`src/rtl/tiny_fir_tap_loader_pkg.sv`:
```
// tiny_fir_pkg: shared FSM state type and address-width helper for the tiny FIR tap loader.
package tiny_fir_pkg;
    typedef enum logic [1:0] {S_IDLE, S_STREAM, S_WAIT_ACK, S_DONE} loader_state_t;
    function automatic int clog2_min1(input int n);
        return (n > 1) ? $clog2(n) : 1;
    endfunction
endpackage

```
`src/rtl/tiny_fir_tap_loader_if.sv`:
```
// tiny_fir_tap_loader_if: host config port plus FIR tap stream; master is the loader side.
interface tiny_fir_tap_loader_if #(
    parameter int G_NUM_TAPS  = 16,
    parameter int G_TAP_WIDTH = 16
) ();
    import tiny_fir_pkg::*;
    logic [clog2_min1(G_NUM_TAPS)-1:0] cfg_wr_addr;
    logic [G_TAP_WIDTH-1:0]            cfg_wr_data;
    logic                              cfg_wr_en;
    logic                              cfg_wr_err;
    logic                              commit;
    logic                              busy;
    logic [G_TAP_WIDTH-1:0]            tap_dout;
    logic                              tap_dout_valid;
    logic                              tap_dout_ready;
    logic                              fir_taps_done;
    logic                              load_done;
    modport master (
        input  cfg_wr_addr, cfg_wr_data, cfg_wr_en, commit, tap_dout_ready, fir_taps_done,
        output cfg_wr_err, busy, tap_dout, tap_dout_valid, load_done
    );
    modport slave (
        output cfg_wr_addr, cfg_wr_data, cfg_wr_en, commit, tap_dout_ready, fir_taps_done,
        input  cfg_wr_err, busy, tap_dout, tap_dout_valid, load_done
    );
endinterface

```
`src/rtl/tiny_fir_tap_loader_shadow.sv`:
```
// tiny_fir_tap_shadow: resettable coefficient bank, one write port, combinational read port.
module tiny_fir_tap_shadow #(
    parameter int N  = 16,
    parameter int W  = 16,
    parameter int AW = 4
) (
    input  logic          clk,
    input  logic          reset,
    input  logic [AW-1:0] wr_addr,
    input  logic [W-1:0]  wr_data,
    input  logic          wr_en,
    input  logic [AW-1:0] rd_addr,
    output logic [W-1:0]  rd_data
);
    logic [W-1:0] mem [N];
    always_ff @(posedge clk)
        if (reset) mem <= '{default: '0};
        else if (wr_en) mem[wr_addr] <= wr_data;
    assign rd_data = mem[rd_addr];
endmodule

```
`src/rtl/tiny_fir_tap_loader.sv`:
```
// tiny_fir_tap_loader: streams the shadow coefficient bank to the FIR on commit, then awaits its ack.
// Define TINY_FIR_TAP_LOADER_REVERSE_EN to stream from the last index down to 0.
module tiny_fir_tap_loader
    import tiny_fir_pkg::*;
#(
    parameter int G_NUM_TAPS  = 16,
    parameter int G_TAP_WIDTH = 16
) (
    input logic clk,
    input logic reset,
    tiny_fir_tap_loader_if.master bus
);
    localparam int AW = clog2_min1(G_NUM_TAPS);
    localparam logic [AW:0] NUM = (AW+1)'(G_NUM_TAPS);
`ifdef TINY_FIR_TAP_LOADER_REVERSE_EN
    localparam logic [AW-1:0] FIRST = AW'(G_NUM_TAPS - 1);
    localparam logic [AW-1:0] FINAL = '0;
`else
    localparam logic [AW-1:0] FIRST = '0;
    localparam logic [AW-1:0] FINAL = AW'(G_NUM_TAPS - 1);
`endif
    loader_state_t state, state_nxt;
    logic [AW-1:0] idx, idx_nxt;
    logic [G_TAP_WIDTH-1:0] rd_data;
    logic go, wr_ok, hs, last, load;
    assign go    = state == S_IDLE && bus.commit;
    assign wr_ok = bus.cfg_wr_en && state == S_IDLE && {1'b0, bus.cfg_wr_addr} < NUM;
    assign hs    = state == S_STREAM && bus.tap_dout_ready;
    assign last  = idx == FINAL;
    assign load  = go || (hs && !last);
`ifdef TINY_FIR_TAP_LOADER_REVERSE_EN
    assign idx_nxt = go ? FIRST : idx - 1'b1;
`else
    assign idx_nxt = go ? FIRST : idx + 1'b1;
`endif
    tiny_fir_tap_shadow #(.N(G_NUM_TAPS), .W(G_TAP_WIDTH), .AW(AW)) u_shadow (
        .clk(clk), .reset(reset),
        .wr_addr(bus.cfg_wr_addr), .wr_data(bus.cfg_wr_data), .wr_en(wr_ok),
        .rd_addr(idx_nxt), .rd_data(rd_data)
    );
    always_ff @(posedge clk)
        state <= reset ? S_IDLE : state_nxt;
    always_comb begin
        state_nxt = state;
        case (state)
            S_IDLE:     state_nxt = bus.commit ? S_STREAM : S_IDLE;
            S_STREAM:   state_nxt = hs && last ? S_WAIT_ACK : S_STREAM;
            S_WAIT_ACK: state_nxt = bus.fir_taps_done ? S_DONE : S_WAIT_ACK;
            default:    state_nxt = S_IDLE;
        endcase
    end
    always_comb begin
        bus.busy           = state == S_STREAM || state == S_WAIT_ACK;
        bus.tap_dout_valid = state == S_STREAM;
        bus.load_done      = state == S_DONE;
    end
    // A write landing in the commit cycle is forwarded so the first beat already sees it.
    always_ff @(posedge clk)
        if (reset) begin
            idx            <= '0;
            bus.tap_dout   <= '0;
            bus.cfg_wr_err <= 1'b0;
        end else begin
            if (load) begin
                idx          <= idx_nxt;
                bus.tap_dout <= (wr_ok && bus.cfg_wr_addr == idx_nxt) ? bus.cfg_wr_data : rd_data;
            end
            bus.cfg_wr_err <= (bus.cfg_wr_err && !go) || (bus.cfg_wr_en && !wr_ok);
        end
endmodule

```
`src/flat_wrapper.sv`:
```
// flat-port wrapper written by rule: the top's interface ports become plain ports
module tiny_fir_tap_loader_flat import tiny_fir_pkg::*;
#(
    parameter int G_NUM_TAPS  = 16,
    parameter int G_TAP_WIDTH = 16
)
  (clk, reset, bus_cfg_wr_addr, bus_cfg_wr_data, bus_cfg_wr_en, bus_commit, bus_tap_dout_ready, bus_fir_taps_done, bus_cfg_wr_err, bus_busy, bus_tap_dout, bus_tap_dout_valid, bus_load_done);
  tiny_fir_tap_loader_if #(.G_NUM_TAPS(G_NUM_TAPS), .G_TAP_WIDTH(G_TAP_WIDTH)) bus_i ();
  input logic clk;
  input logic reset;
  input wire logic [$bits(bus_i.cfg_wr_addr)-1:0] bus_cfg_wr_addr;
  input wire logic [$bits(bus_i.cfg_wr_data)-1:0] bus_cfg_wr_data;
  input wire logic [$bits(bus_i.cfg_wr_en)-1:0] bus_cfg_wr_en;
  input wire logic [$bits(bus_i.commit)-1:0] bus_commit;
  input wire logic [$bits(bus_i.tap_dout_ready)-1:0] bus_tap_dout_ready;
  input wire logic [$bits(bus_i.fir_taps_done)-1:0] bus_fir_taps_done;
  output wire logic [$bits(bus_i.cfg_wr_err)-1:0] bus_cfg_wr_err;
  output wire logic [$bits(bus_i.busy)-1:0] bus_busy;
  output wire logic [$bits(bus_i.tap_dout)-1:0] bus_tap_dout;
  output wire logic [$bits(bus_i.tap_dout_valid)-1:0] bus_tap_dout_valid;
  output wire logic [$bits(bus_i.load_done)-1:0] bus_load_done;
  assign bus_i.cfg_wr_addr = bus_cfg_wr_addr;
  assign bus_i.cfg_wr_data = bus_cfg_wr_data;
  assign bus_i.cfg_wr_en = bus_cfg_wr_en;
  assign bus_i.commit = bus_commit;
  assign bus_i.tap_dout_ready = bus_tap_dout_ready;
  assign bus_i.fir_taps_done = bus_fir_taps_done;
  assign bus_cfg_wr_err = bus_i.cfg_wr_err;
  assign bus_busy = bus_i.busy;
  assign bus_tap_dout = bus_i.tap_dout;
  assign bus_tap_dout_valid = bus_i.tap_dout_valid;
  assign bus_load_done = bus_i.load_done;
  tiny_fir_tap_loader #(.G_NUM_TAPS(G_NUM_TAPS), .G_TAP_WIDTH(G_TAP_WIDTH)) u_core (.clk(clk), .reset(reset), .bus(bus_i));
endmodule
```
`config.mk`:
```
export PLATFORM = sky130hd
export DESIGN_NAME = tiny_fir_tap_loader_flat
export DESIGN_NICKNAME = d
export VERILOG_FILES = /design/src/rtl/tiny_fir_tap_loader_pkg.sv /design/src/rtl/tiny_fir_tap_loader_if.sv /design/src/rtl/tiny_fir_tap_loader_shadow.sv /design/src/rtl/tiny_fir_tap_loader.sv /design/src/flat_wrapper.sv
export SDC_FILE = /design/constraint.sdc
export NUM_CORES = 1
export LEC_CHECK = 0
export CAP_MARGIN = 20
export CORE_MARGIN = 2
export CORE_UTILIZATION = 55
export CTS_CLUSTER_DIAMETER = 100
export DETAILED_ROUTE_END_ITERATION = 6
export PLACE_DENSITY = 0.69
export SLEW_MARGIN = 5
export SYNTH_ARGS = -nofsm -noshare
export SYNTH_HDL_FRONTEND = slang
export SYNTH_SLANG_ARGS = --single-unit
```
`constraint.sdc`:
```
create_clock -name clk -period 3.1 [get_ports clk]
set_input_delay 0.775 -clock clk [delete_from_list [all_inputs] [get_ports clk]]
set_output_delay 0.775 -clock clk [all_outputs]
set_load 0.01 [all_outputs]
```
==> flow_metrics.env, run 1 <==
export IMPL_status="complete, no violations"
export IMPL_h_tree_depth=1
export IMPL_avgViaCountPerCell=6.014
export IMPL_cap_viol_max_count=0
export IMPL_cts_sinks=279
export IMPL_synth_top_area_cell="dfxtp_1"
export IMPL_power_frac_comb=0.069
export IMPL_synth_cell_types=49
export IMPL_hold_buffers=0
export IMPL_switching_share=0.2362
export IMPL_crit_chain="ha_1 -> o21ai_4 -> buf_12 -> a221oi_1 -> a221oi_1 -> a31o_1 -> a221o_1"
export IMPL_intPower_mw=5.966
export IMPL_yosysSeqAreaShare=0.4558
export IMPL_critical_path_required_ns=3.58
export IMPL_clk_latency_ns=0.55
export IMPL_wl_per_cell_um=20.54
export IMPL_post_cts_setup_buffers=0
export IMPL_cp_buffers_inverters=1
export IMPL_portBuffers=45
export IMPL_regArea_sq_um=5589
export IMPL_multiInputGateArea_sq_um=6090
export IMPL_cts_root_buffer="clkbuf_16"
export IMPL_vias=11310
export IMPL_hold_slack_ns=0.4503
export IMPL_synth_main_ff_cell="dfxtp_1"
export IMPL_grt_pass1_wl_um=59810
export IMPL_setup_violations=0
export IMPL_timing_critical_path_max_delay_family="compound AO/OA/AOI/OAI gates"
export IMPL_slew_headroom=0.3314
export IMPL_fp_dieArea_sq_um=23490
export IMPL_rsz0062_at_grt="no"
export IMPL_hpwl_um=24590
export IMPL_cts_resized_gates=0
export IMPL_synth_seq_cells=279
export IMPL_postRouteAntennaNets=0
export IMPL_yosysWarningCount=0
export IMPL_cts_max_path_buffers=3
export IMPL_syn_area_sq_um=12250
export IMPL_die_x_um=153.3
export IMPL_die_height_um=153.3
export IMPL_async_reset_ff_frac=0
export IMPL_syn_instance_count=1584
export IMPL_numCtsBuffers=29
export IMPL_crit_top_cell="a221oi_1"
export IMPL_worst_pin_slew_ns=0.9998
export IMPL_wirelength_um=38640
export IMPL_synth_edf_count=0
export IMPL_p_seq_frac=0.467
export IMPL_tns_ns=0
export IMPL_period_share=0.8889
export IMPL_dr_pass1_iters=6
export IMPL_critPathMaxFanout=32
export IMPL_p_sw_mw=1.845
export IMPL_pwr_share_clk=0.464
export IMPL_antenna_found_initial=1
export IMPL_synth_area_leaders="dfxtp_1 46%, nand2_1 18%, a21oi_1 12%"
export IMPL_syn_to_final_growth_pct=14.70
export IMPL_first_global_vias=10130
export IMPL_route_detailed_drc=0
export IMPL_final_common_cell="nand2_1"
export IMPL_period_needed_ns=2.755
export IMPL_layout_common_cells="588 x nand2_1, 292 x a21oi_1, 278 x dfxtp_1"
export IMPL_grt_usage=0.3198
export IMPL_cp_slowest_stage_delay_ns=0.53
export IMPL_drt_iter0_drc=1189
export IMPL_num_fill_cells=1914
export IMPL_grt_max_degree=207
export IMPL_crit_slowest_cell="a221oi_1"
export IMPL_final_util=0.6441
export IMPL_fmax_mhz=362.9
export IMPL_skew_ns=0.01971
export IMPL_avgSynthCellArea_sq_um=7.736
export IMPL_powerDensity_nw_per_um2=555.7
export IMPL_nets=1612
export IMPL_peakVddDrop_uv=498.0
export IMPL_p_leak_nw=4.640
export IMPL_drive_gt1_frac=0.1056
export IMPL_start_kind="register"
export IMPL_critPathKind="reg -> reg"
export IMPL_hold_class="reg -> reg"
export IMPL_clkTransAtPathRegs_ns=0.07
export IMPL_synth_top_area_frac=0.4558
export IMPL_rows=54
export IMPL_routabilityCongestion=0.8944
export IMPL_arrival_ns=3.23
export IMPL_initial_core_util=0.5615
export IMPL_syn_num_nets=1615
export IMPL_grt_overflow_total=0
export IMPL_maxSlewViolCount=0
export IMPL_io_pin_count=46
export IMPL_core_sq_um=21820
export IMPL_final_hold_violation_count=0
export IMPL_antennaDiodeCount=0
export IMPL_tritoncts="done"
export IMPL_crit_path_end_kind="register"
[final timing paths]
kind,from,cells after the start,end,slack [ns]
worst max-delay path,u_core.idx[0],7,u_core.bus.tap_dout[9],0.34
worst max register to register,u_core.idx[0],7,u_core.bus.tap_dout[9],0.34
worst min register to register,u_core.u_shadow.mem[205],2,u_core.u_shadow.mem[205],0.45
worst min-delay path,u_core.u_shadow.mem[205],2,u_core.u_shadow.mem[205],0.45
[cells in the mapped netlist, types with 2 or more instances]
cell,n
nand2_1,588
a21oi_1,292
dfxtp_1,279
clkbuf_1,113
mux2i_1,36
a221oi_1,32
mux2_2,31
o211ai_1,30
nor2_1,24
a221o_1,17
and2_1,16
a221oi_2,15
a31o_1,15
buf_2,13
buf_1,8
nand3_1,8
nor3_1,8
ha_1,5
inv_1,5
buf_6,4
nand2b_1,4
xnor2_1,4
nor2b_1,3
nor3_2,3
o21ai_0,3
buf_4,2
o21ai_1,2
or3_1,2
xor2_1,2
[worst min-delay path, stage by stage (launching register included)]
cell and delay [ns]:
dfxtp_1 0.30, nand2_1 0.05, a21oi_1 0.05
[power groups by stage]
| stage | clock network (mW) | registers (mW) | logic [mW] |
|---|---|---|---|
| 6_report | 3.63 | 3.65 | 0.535 |
| 3_5_place_dp | 0 | 3.73 | 0.525 |
| 4_1_cts | 3.67 | 3.65 | 0.526 |
| 5_1_grt | 3.81 | 3.65 | 0.568 |
| 2_1_floorplan | 0 | 3.72 | 0.322 |
| 3_3_place_gp | 0 | 3.73 | 0.523 |
[per-layer routing]
| metal | global-route usage | wire length, um |
|---|---|---|
| met5 | 0 | 0 |
| met4 | 0.08422 | 984 |
| met3 | 0.03969 | 3484 |
| met2 | 0.5013 | 17310 |
| met1 | 0.4671 | 16860 |
[logic make-up (layout without fill, tap and decap cells)]
family / Yosys count / in the layout / synth area share
AND/OR/NAND/NOR: 666 / 666 / 0.2157
adder cells (fa/ha/maj): 5 / 5 / 0.005105
AO/OA/AOI/OAI: 414 / 414 / 0.2107
multiplexers: 68 / 68 / 0.05912
XOR/XNOR: 6 / 6 / 0.004288
buffers and inverters: 146 / 163 / 0.04921
flip-flops: 279 / 279 / 0.4558
[final cells by class]
class                      instances  share of cell area
clock buffer                      40             0.05884
clock inverter                    11             0.01148
inverter                           5            0.001335
multi-input combinational       1159              0.4332
sequential                       279              0.3976
tap                              280             0.02492
timing repair buffer             107             0.07255
[registers in the layout, summed over array words and instances, names as in the netlist]
| name | flops |
|---|---|
| u_core.u_shadow.mem | 256 |
| u_core.bus.tap_dout | 16 |
| u_core.idx | 4 |
| u_core.bus.cfg_wr_err | 1 |
| u_core.state | 2 |
[metrics by stage]
stage | setup WS, ns | instances | total power, mW | instance area [sq um]
2_1_floorplan | 0.6112 | 1584 | 4.042 | 12250
3_3_place_gp | 0.06563 | 1830 | 4.248 | 13070
3_5_place_dp | 0.02780 | 1830 | 4.251 | 13070
4_1_cts | 0.4068 | 1881 | 7.842 | 14060
5_1_grt | 0.2654 | 1881 | 8.032 | 14060
6_report | 0.3446 | 1881 | 7.811 | 14060
(Power assumes the default switching activity.)
==> inputs of run 2 (changes only) <==
CTS_CLUSTER_DIAMETER = 30   (was 100)
==> run 2 against run 1 <==
Critical path depth unchanged. Sequential power about the same. Largest power group is now clock. Highest routed layer unchanged. Non-clock buffer count unchanged. Worst hold slack got worse by 0.0016 ns.
==> flow_metrics.env, run 2 (synthesized netlist as in run 1, its figures left out) <==
export IMPL_final_common_cell="nand2_1"
export IMPL_postRouteAntennaNets=0
export IMPL_period_needed_ns=2.775
export IMPL_p_leak_nw=5.093
export IMPL_final_util=0.6890
export IMPL_grt_max_degree=207
export IMPL_routabilityCongestion=0.8944
export IMPL_critical_path_required_ns=3.61
export IMPL_tritoncts="done"
export IMPL_wirelength_um=39880
export IMPL_rsz0062_at_grt="no"
export IMPL_drive_gt1_frac=0.1363
export IMPL_multiInputGateArea_sq_um=6090
export IMPL_dp_cells=1830
export IMPL_cp_slowest_stage_delay_ns=0.55
export IMPL_final_hold_violation_count=0
export IMPL_rrSetupSlack_ns=0.33
export IMPL_top_regs="u_core.u_shadow.mem (256), u_core.bus.tap_dout (16), u_core.idx (4)"
export IMPL_first_global_vias=10650
export IMPL_hpwl_um=24590
export IMPL_regArea_sq_um=5589
export IMPL_min_to="u_core.u_shadow.mem[207]"
export IMPL_min_path_cells=2
export IMPL_fin_cells=1938
export IMPL_cp_buffers_inverters=1
export IMPL_clk_latency_ns=0.58
export IMPL_io_pin_count=46
export IMPL_h_tree_depth=2
export IMPL_fmax_mhz=360.4
export IMPL_portBuffers=45
export IMPL_grt_pass1_wl_um=61210
export IMPL_route_detailed_drc=0
export IMPL_clkTransAtPathRegs_ns=0.05
export IMPL_antennaDiodeCount=0
export IMPL_crit_top_cell="a221oi_1"
export IMPL_layout_common_cells="588 x nand2_1, 292 x a21oi_1, 278 x dfxtp_1"
export IMPL_period_share=0.8951
export IMPL_setup_violations=0
export IMPL_avgViaCountPerCell=6.005
export IMPL_timing_critical_path_max_delay_family="compound AO/OA/AOI/OAI gates"
export IMPL_hold_buffers=0
export IMPL_grt_overflow_total=0
export IMPL_syn_to_final_growth_pct=22.70
export IMPL_cts_resized_gates=0
export IMPL_critPathMaxFanout=32
export IMPL_largest_register_ffs=256
export IMPL_worstReg2RegStart="u_core.idx[0]"
export IMPL_core_sq_um=21820
export IMPL_post_cts_setup_buffers=0
export IMPL_cts_max_path_buffers=3
export IMPL_die_x_um=153.3
export IMPL_numCtsBuffers=58
export IMPL_cts_sinks=279
export IMPL_grt_usage=0.3287
export IMPL_hold_class="reg -> reg"
export IMPL_peakVddDrop_uv=476.2
export IMPL_status="complete, no violations"
export IMPL_start_kind="register"
export IMPL_design_power_total_mw=10.31
export IMPL_crit_start="u_core.idx[0]"
export IMPL_drt_iter0_drc=1223
export IMPL_vias=11640
export IMPL_fin_area_sq_um=15040
export IMPL_antenna_found_initial=0
export IMPL_arrival_ns=3.29
export IMPL_skew_ns=0.01432
export IMPL_powerDensity_nw_per_um2=685.4
export IMPL_critPathKind="reg -> reg"
export IMPL_tns_ns=0
export IMPL_worst_pin_slew_ns=0.9988
export IMPL_dr_pass1_iters=5
export IMPL_slew_headroom=0.3320
export IMPL_crit_slowest_cell="a221oi_1"
export IMPL_cts_root_buffer="clkbuf_16"
export IMPL_fp_dieArea_sq_um=23490
export IMPL_nets=1641
export IMPL_placed_area_sq_um=13070
export IMPL_hp_start="u_core.u_shadow.mem[207]"
export IMPL_regMostFlops="u_core.u_shadow.mem"
export IMPL_die_height_um=153.3
export IMPL_num_fill_cells=1779
export IMPL_initial_core_util=0.5615
export IMPL_wl_per_cell_um=20.58
export IMPL_reg2reg_depth=7
export IMPL_crit_chain="ha_1 -> o21ai_4 -> buf_12 -> a221oi_1 -> a221oi_1 -> a31o_1 -> a221o_1"
export IMPL_crit_path_end_kind="register"
export IMPL_cap_viol_max_count=0
export IMPL_rows=54
export IMPL_r2r_end="u_core.bus.tap_dout[10]"
export IMPL_maxSlewViolCount=0
[run 2: changes by cell type in the layout (fill, tap and decap cells not counted)]
cell	change
clkinv_4	+6
clkinv_8	+1
clkinv_2	+5
clkbuf_16	+29
inv_6	+2
inv_16	+2
clkbuf_8	+2
clkinvlp_4	+10
[run 2: area by class of cell]
class	instances	share of cell area
clock buffer	71	0.1051
clock inverter	37	0.02580
inverter	5	0.001248
multi-input combinational	1159	0.4050
sequential	279	0.3717
tap	280	0.02330
timing repair buffer	107	0.06782
[run 2: worst register-to-register path, delay by kind of cell (launching register included)]
kind                     cells  cell delay [ns]
buffers and inverters        1             0.29
adder cells (fa/ha/maj)      1             0.52
AO/OA/AOI/OAI                5             1.53
flip-flops                   1             0.38
[run 2: worst max path at each step]
stage | cells past startpoint | endpoint | slack [ns]
finish | 7 | u_core.bus.tap_dout[10] | 0.33
floorplan | 10 | u_core.bus.tap_dout[5] | 0.61
CTS | 7 | u_core.bus.tap_dout[9] | 0.40
global placement | 8 | u_core.bus.tap_dout[12] | 0.07
detailed placement | 8 | u_core.bus.tap_dout[9] | 0.03
global route | 7 | u_core.bus.tap_dout[10] | 0.22
[run 2: through the flow]
stage | hold WS (ns) | setup slack [ns]
final | 0.4487 | 0.3251
after global routing | 0.4673 | 0.2198
after CTS | 0.4514 | 0.4048
after detailed placement | 0.4449 | 0.02780
after global placement | 0.4388 | 0.06563
after floorplan | 0.4329 | 0.6112
[run 2: report_power, final]
part	internal (mW)	switching (mW)
clock network	3.98	2.13
registers	3.63	0.0244
logic	0.156	0.383
total	7.77	2.54
[run 2: routing by layer]
metal  global-route usage  wire length [um]
met5                    0                 0
met4               0.1032               885
met3              0.06635              3904
met2               0.5134             18110
met1               0.4586             16980
